===== src/rtl/uart_rx_fsm.sv =====
// UART receiver: 16x oversampled 8-bit frames (start, 8 data LSB first, parity, stop).
// Delivers the byte with a one-cycle valid strobe and held parity/framing error flags.
module uart_rx_fsm #(
  parameter logic PARITY_ODD = 1'b0
) (
  input  logic       clk,
  input  logic       reset,
  input  logic       rx,
  input  logic       rx_en,
  output logic [7:0] data_out,
  output logic       data_valid,
  output logic       parity_err,
  output logic       frame_err,
  output logic       busy
);

  typedef enum logic [2:0] {
    IDLE,
    START,
    DATA,
    PARITY,
    STOP
  } state_e;

  state_e     state_q, state_d;
  logic       rx_meta_q, rx_s_q, rx_d_q;
  logic [3:0] tick_q, tick_d;
  logic [2:0] bit_q, bit_d;
  logic [7:0] sr_q, sr_d;
  logic       perr_q, perr_d;
  logic [7:0] data_out_q, data_out_d;
  logic       data_valid_q, data_valid_d;
  logic       parity_err_q, parity_err_d;
  logic       frame_err_q, frame_err_d;
  logic       busy_q;

  always_ff @(posedge clk or posedge reset) begin
    if (reset) begin
      rx_meta_q    <= 1'b1;
      rx_s_q       <= 1'b1;
      rx_d_q       <= 1'b1;
      state_q      <= IDLE;
      tick_q       <= '0;
      bit_q        <= '0;
      sr_q         <= '0;
      perr_q       <= 1'b0;
      data_out_q   <= '0;
      data_valid_q <= 1'b0;
      parity_err_q <= 1'b0;
      frame_err_q  <= 1'b0;
      busy_q       <= 1'b0;
    end else begin
      rx_meta_q    <= rx;
      rx_s_q       <= rx_meta_q;
      rx_d_q       <= rx_s_q;
      state_q      <= state_d;
      tick_q       <= tick_d;
      bit_q        <= bit_d;
      sr_q         <= sr_d;
      perr_q       <= perr_d;
      data_out_q   <= data_out_d;
      data_valid_q <= data_valid_d;
      parity_err_q <= parity_err_d;
      frame_err_q  <= frame_err_d;
      busy_q       <= (state_d != IDLE);
    end
  end

  always_comb begin
    state_d      = state_q;
    tick_d       = tick_q + 4'd1;
    bit_d        = bit_q;
    sr_d         = sr_q;
    perr_d       = perr_q;
    data_out_d   = data_out_q;
    data_valid_d = 1'b0;
    parity_err_d = parity_err_q;
    frame_err_d  = frame_err_q;

    // Disable wins over every state so a partial frame never touches the outputs.
    if (!rx_en) begin
      state_d = IDLE;
      tick_d  = '0;
    end else begin
      case (state_q)
        IDLE: begin
          tick_d = '0;
          if (rx_d_q && !rx_s_q) begin
            state_d = START;
          end
        end
        START: begin
          if (tick_q == 4'd7) begin
            if (!rx_s_q) begin
              tick_d  = '0;
              bit_d   = '0;
              state_d = DATA;
            end else begin
              state_d = IDLE;
            end
          end
        end
        DATA: begin
          if (tick_q == 4'd15) begin
            sr_d  = {rx_s_q, sr_q[7:1]};
            bit_d = bit_q + 3'd1;
            if (bit_q == 3'd7) begin
              state_d = PARITY;
            end
          end
        end
        PARITY: begin
          if (tick_q == 4'd15) begin
            perr_d  = (^sr_q) ^ rx_s_q ^ PARITY_ODD;
            state_d = STOP;
          end
        end
        STOP: begin
          if (tick_q == 4'd15) begin
            data_out_d   = sr_q;
            parity_err_d = perr_q;
            frame_err_d  = ~rx_s_q;
            data_valid_d = 1'b1;
            state_d      = IDLE;
          end
        end
        default: state_d = IDLE;
      endcase
    end
  end

  assign data_out   = data_out_q;
  assign data_valid = data_valid_q;
  assign parity_err = parity_err_q;
  assign frame_err  = frame_err_q;
  assign busy       = busy_q;

endmodule

===== config.mk =====
export PLATFORM = sky130hd
export DESIGN_NAME = uart_rx_fsm
export DESIGN_NICKNAME = d
export VERILOG_FILES = /design/src/rtl/uart_rx_fsm.sv
export SDC_FILE = /design/constraint.sdc
export NUM_CORES = 1
export LEC_CHECK = 0
export BUFFER_PORTS_ARGS = -buffer_cell sky130_fd_sc_hd__buf_4
export CORE_ASPECT_RATIO = 0.8
export CORE_MARGIN = 2
export CORE_UTILIZATION = 56
export DETAILED_ROUTE_END_ITERATION = 12
export HOLD_SLACK_MARGIN = 0.15
export PLACE_DENSITY = 0.77
export SLEW_MARGIN = 20
export SYNTH_ARGS = -nofsm -noshare
export SYNTH_HDL_FRONTEND = slang
export SYNTH_SLANG_ARGS = --single-unit

===== constraint.sdc =====
create_clock -name clk -period 2 [get_ports clk]
set_clock_uncertainty 0.15 [all_clocks]
set_input_delay 0.4 -clock clk [delete_from_list [all_inputs] [get_ports clk]]
set_output_delay 0.4 -clock clk [all_outputs]
set_load 0.02 [all_outputs]

# Word-level counts from Yosys, hierarchy flattened

Cells that the tools add are included.

Add/sub/neg operators: 2
Equal/unequal tests: 10
Mux-type cells: 20
Bitwise logic cells: 2
Reduce and logical (&&, ||, !) cells: 10

Operators by type and width:

| cell                                                                   | number |
|---|---|
| 3-bit 2-to-1 mux                                                       | 10 |
| 3-bit case mux with 5 select lines                                     | 1 |
| 4-bit 2-to-1 mux                                                       | 3 |
| 3-bit AND reduction                                                    | 3 |
| 4-bit case mux with 2 select lines                                     | 1 |
| 8-bit parity                                                           | 1 |
| 3-bit by 2-bit equality test with 1-bit output (second input constant) | 2 |
| 3-bit equality test (second input constant)                            | 2 |
| 2-bit != test (second input constant)                                  | 3 |
| 3-bit case mux with 2 select lines                                     | 1 |
| 5-bit AND reduction                                                    | 1 |
| 4-bit by 1-bit adder with 4-bit output (second input constant)         | 1 |
| 4-bit by 3-bit equality test with 1-bit output (second input constant) | 1 |
| 4-bit equality test (second input constant)                            | 1 |
| 3-bit by 1-bit adder with 3-bit output (second input constant)         | 1 |
| 3-bit by 1-bit equality test with 1-bit output (second input constant) | 1 |
| 3-bit logical NOT                                                      | 1 |
| 1-bit 2-to-1 mux                                                       | 3 |
| 3-bit nonzero test                                                     | 1 |
| 2-bit 2-to-1 mux                                                       | 1 |
| 2-bit nonzero test                                                     | 1 |
| 1-bit logical AND                                                      | 1 |
| 1-bit logical NOT                                                      | 1 |
| 1-bit NOT                                                              | 1 |
| 1-bit XOR                                                              | 1 |

Bits in registers: 34
Input bits: 4
Word-level logic and storage cells: 57

# Longest topological paths before layout

Word-level depth: 6
Gate-level depth with buffers: 6
Mapped depth without buffers: 5

# Worst setup path after synthesis

No wires, ideal clock.

Kind: reg2reg
Start point: register tick_q[0]
End point: register data_out_q[0] (netlist: data_out[0])
Library setup time: 125 ps
Arrival: 1,503 ps
Data required time: 1,725 ps
Setup slack: 223 ps
Stages on the path, launching flop included: 6
Path buffers: 1
Period minus slack after synthesis: 1,777 ps
Path through: dfrtp_1 > ha_1 > and3_1 > nand4_1 > buf_2 > mux2_2

Cells in the longest elaborated chain, start to end: 2

Ends and longest elaborated chain:

| what                          | line | text |
|---|---|---|
| start: declaration            | 27   | `logic [3:0] tick_q, tick_d;` |
| start signal: assignment      | 57   | `tick_q <= tick_d;` |
| 4-bit equality test           | 119  | `if (tick_q == 4'd15) begin` |
| 3-bit AND reduction (no line) | --   |  |
| end signal: assignment        | 61   | `data_out_q <= data_out_d;` |
| end: declaration              | 31   | `logic [7:0] data_out_q, data_out_d;` |

Every way passes these cells.
A chain may end at the register's enable or synchronous reset.

# Final worst setup path

Start point: register tick_q[0]
End point: register sr_q[2]

Cells in the longest elaborated chain, start to end: 2

Ends and longest elaborated chain:

| what                          | line | text |
|---|---|---|
| 4-bit equality test           | 104  | `if (tick_q == 4'd15) begin` |
| 3-bit AND reduction (no line) | --   |  |
| end signal: assignment        | 59   | `sr_q <= sr_d;` |
| end: declaration              | 29   | `logic [7:0] sr_q, sr_d;` |

Every way passes these cells.

==> run metrics <==
DRC=0; Final Hold Viols=0; chip height=50.4 um; CORE AREA=2500 um2; Worst Hold Launch=rx_en; final period utilization=0.932; largest net degree at the start of global routing=35; post-CTS resize count=0; I/O Buffers=15; fin crit period=1.86 ns; CP max FO=11; grt ovf=0; placed instance area=1640 um2; cell area after layout=1720 um2; Final Power=1.15 mW; initial antenna violation count=0; Post-Route WL=2540 um; via density per instance=5.52; area growth from synthesis to layout=14.4%; cells after synthesis=112; Detailed Route Iter0 Violations=31; Pre-Repair DR Iteration Count=4; YS warnings=0; Synth Area per Inst=13.5 um2; CP required=2.08 ns; CP arrival=1.95 ns; row count=16; Routed Antenna Nets=0; crit start category=flop; Via Count=944; antenna cell count=0; Layout Utilization=0.689; post-synth design cell area=1510 um2; pwr dens=666 nW/um2; HP Class=in2reg; vias in the first global route=964; first-pass GRT wire length=4370 um; wire length per cell=14.9 um; # IOs=16; GRT Total Usage=0.201; max_cap viols=0; flop-to-flop setup slack=0.14 ns; HPWL after DPL=1730 um; commonest non-fill, non-tap cell in the layout=dfrtp_1; clock buffer depth=2; setup_tns=0 ns; Post-Syn Nets=119; Peak VDD IR=0.422 mV; post-synthesis sequential area ratio=0.567; Final Slew Violations=0; final net count=141; unrepaired setup endpoints after global routing=no; share of cells above drive strength 1=0.363; RR Startpoint=tick_q[0]; leakage power=0.880 nW; Setup crit start=tick_q[0]; pin slew with the least headroom to its limit=0.427 ns; most frequent cells in the layout=dfrtp_1 (31), mux2_2 (19), buf_4 (18), nor2_1 (7); Largest stage delay, worst path=0.37 ns; Num CTS Buffers=5; die width=62.0 um; Worst-Skew Late Latency=0.35 ns; Final Non-Filler Cells=171; CTS clk-pin slew, worst paths=0.10 ns; Initial Utilization=0.602; Critical-path top delay cell=dfrtp_1; post-synthesis sequential element count=34; number of fill cells=199; Worst setup EP type=flop; H-tree depth=2; Clock Tree Root=clkbuf_4; area of the die=3120 um2; FMAX=0.537 GHz; CP Class=reg2reg; post-synth cell types=32; post-placement cell count=161; CP Cell Sequence=ha_1, nand4_1, nor3_1, buf_4, mux2_2; Setup Viol. Count Final=0; CTS tree=yes; status=complete, no violations; Slew headroom=0.716; clock sinks=34; Final Wtd Congestion=0.798
==> final cells by class <==
| cell class | count | area (um2) | area share |
|---|---|---|---|
| Sequential cell | 34 | 855 | 0.496 |
| Multi-Input combinational cell | 70 | 597 | 0.346 |
| Timing Repair Buffer | 20 | 155 | 0.0901 |
| Clock buffer | 7 | 55.1 | 0.0320 |
| Tap cell | 36 | 45.0 | 0.0261 |
| Inverter | 3 | 11.3 | 0.00654 |
| Clock inverter | 1 | 5.00 | 0.00290 |
==> path summary, 6_finish.rpt <==
| check | cells past startpoint | endpoint |
|---|---|---|
| worst min-delay path | 2 | state_q[2] |
| worst max register to register | 5 | sr_q[2] |
| min in group asynchronous | 4 | data_out[3] |
| worst min register to register | 0 | rx_s_q |
| max in group asynchronous | 4 | rx_s_q |
| worst max-delay path | 5 | sr_q[2] |
==> layer usage <==
layer	up-vias	track usage	wire length [um]
met2	18	0.286	1210
met1	477	0.266	1160
met3	7	0.0928	124
met5	-	0	0
li1	442	-	-
met4	0	0.0745	46
==> sequential cells by signal, summed over array words and instances, names as in the netlist <==
register    flops
data_out        8
sr_q            8
tick_q          4
bit_q           3
state_q         3
busy            1
data_valid      1
frame_err       1
parity_err      1
perr_q          1
rx_d_q          1
rx_meta_q       1
rx_s_q          1
==> synth_stat cells <==
| cell | number | area share |
|---|---|---|
| and3_1 | 2 | 0.0083 |
| o31a_1 | 1 | 0.0058 |
| nor4b_1 | 2 | 0.012 |
| or3_1 | 1 | 0.0042 |
| dfrtp_1 | 31 | 0.51 |
| a41oi_1 | 1 | 0.0058 |
| xnor3_1 | 1 | 0.015 |
| a22o_1 | 2 | 0.012 |
| a31oi_1 | 1 | 0.0042 |
| inv_1 | 3 | 0.0075 |
| nand2b_1 | 1 | 0.0042 |
| nor3_1 | 1 | 0.0033 |
| o21a_1 | 2 | 0.010 |
| o21ai_0 | 3 | 0.010 |
| ha_1 | 3 | 0.025 |
| and3b_1 | 1 | 0.0058 |
| mux2_2 | 19 | 0.14 |
| nor3b_1 | 2 | 0.010 |
| nand4_1 | 3 | 0.012 |
| dfstp_2 | 3 | 0.052 |
| xnor2_2 | 1 | 0.011 |
| nor2_1 | 7 | 0.017 |
| o31ai_1 | 1 | 0.0050 |
| nand2_1 | 3 | 0.0075 |
| xor2_1 | 3 | 0.017 |
| buf_2 | 2 | 0.0066 |
| buf_6 | 3 | 0.022 |
| nand3_1 | 1 | 0.0033 |
| or2b_1 | 1 | 0.0050 |
| or3_2 | 1 | 0.0050 |
| xnor2_1 | 5 | 0.029 |
| o311a_1 | 1 | 0.0066 |
==> cell families (layout without fill, tap and decap cells) <==
logic type / Yosys count / in the layout / share of synthesized area
adders and majority gates: 3 / 3 / 0.0249
AOI/OAI and AO/OA: 12 / 12 / 0.0590
xor gates and xnor gates: 10 / 10 / 0.0723
muxes: 19 / 19 / 0.142
DFF: 34 / 34 / 0.567
buffers and inverters: 8 / 31 / 0.0365
and+or+nand+nor: 26 / 26 / 0.0980
==> stage by stage <==
stage | worst slack [ns] | hold WS, ns
finish | 0.137 | 0.178
global route | 0.0201 | 0.168
CTS | 0.139 | 0.178
detailed placement | 0.145 | 0.203
global placement | 0.200 | 0.197
floorplan | 0.223 | 0.195
==> worst max-delay path: cells and delay by family, from the launching register on <==
family                     cells  cell delay, ns
buffers and inverters          1            0.23
muxes                          1            0.35
adders and majority gates      1            0.28
DFF                            1            0.37
and+or+nand+nor                2            0.37
==> repair_timing <==
| item | 4_1_cts | 5_1_grt |
|---|---|---|
| hold endpoints to repair | 32 | 0 |
| hold buffers | 2 | 0 |
| buffers inserted | 0 | 0 |
==> where the power goes <==
part	leakage, nW	total, mW	switching [mW]	internal, mW
Clock	0.0353	0.392	0.222	0.170
Combinational	0.384	0.0500	0.0273	0.0227
Sequential	0.461	0.706	0.00874	0.697
(Power assumes the default switching activity.)
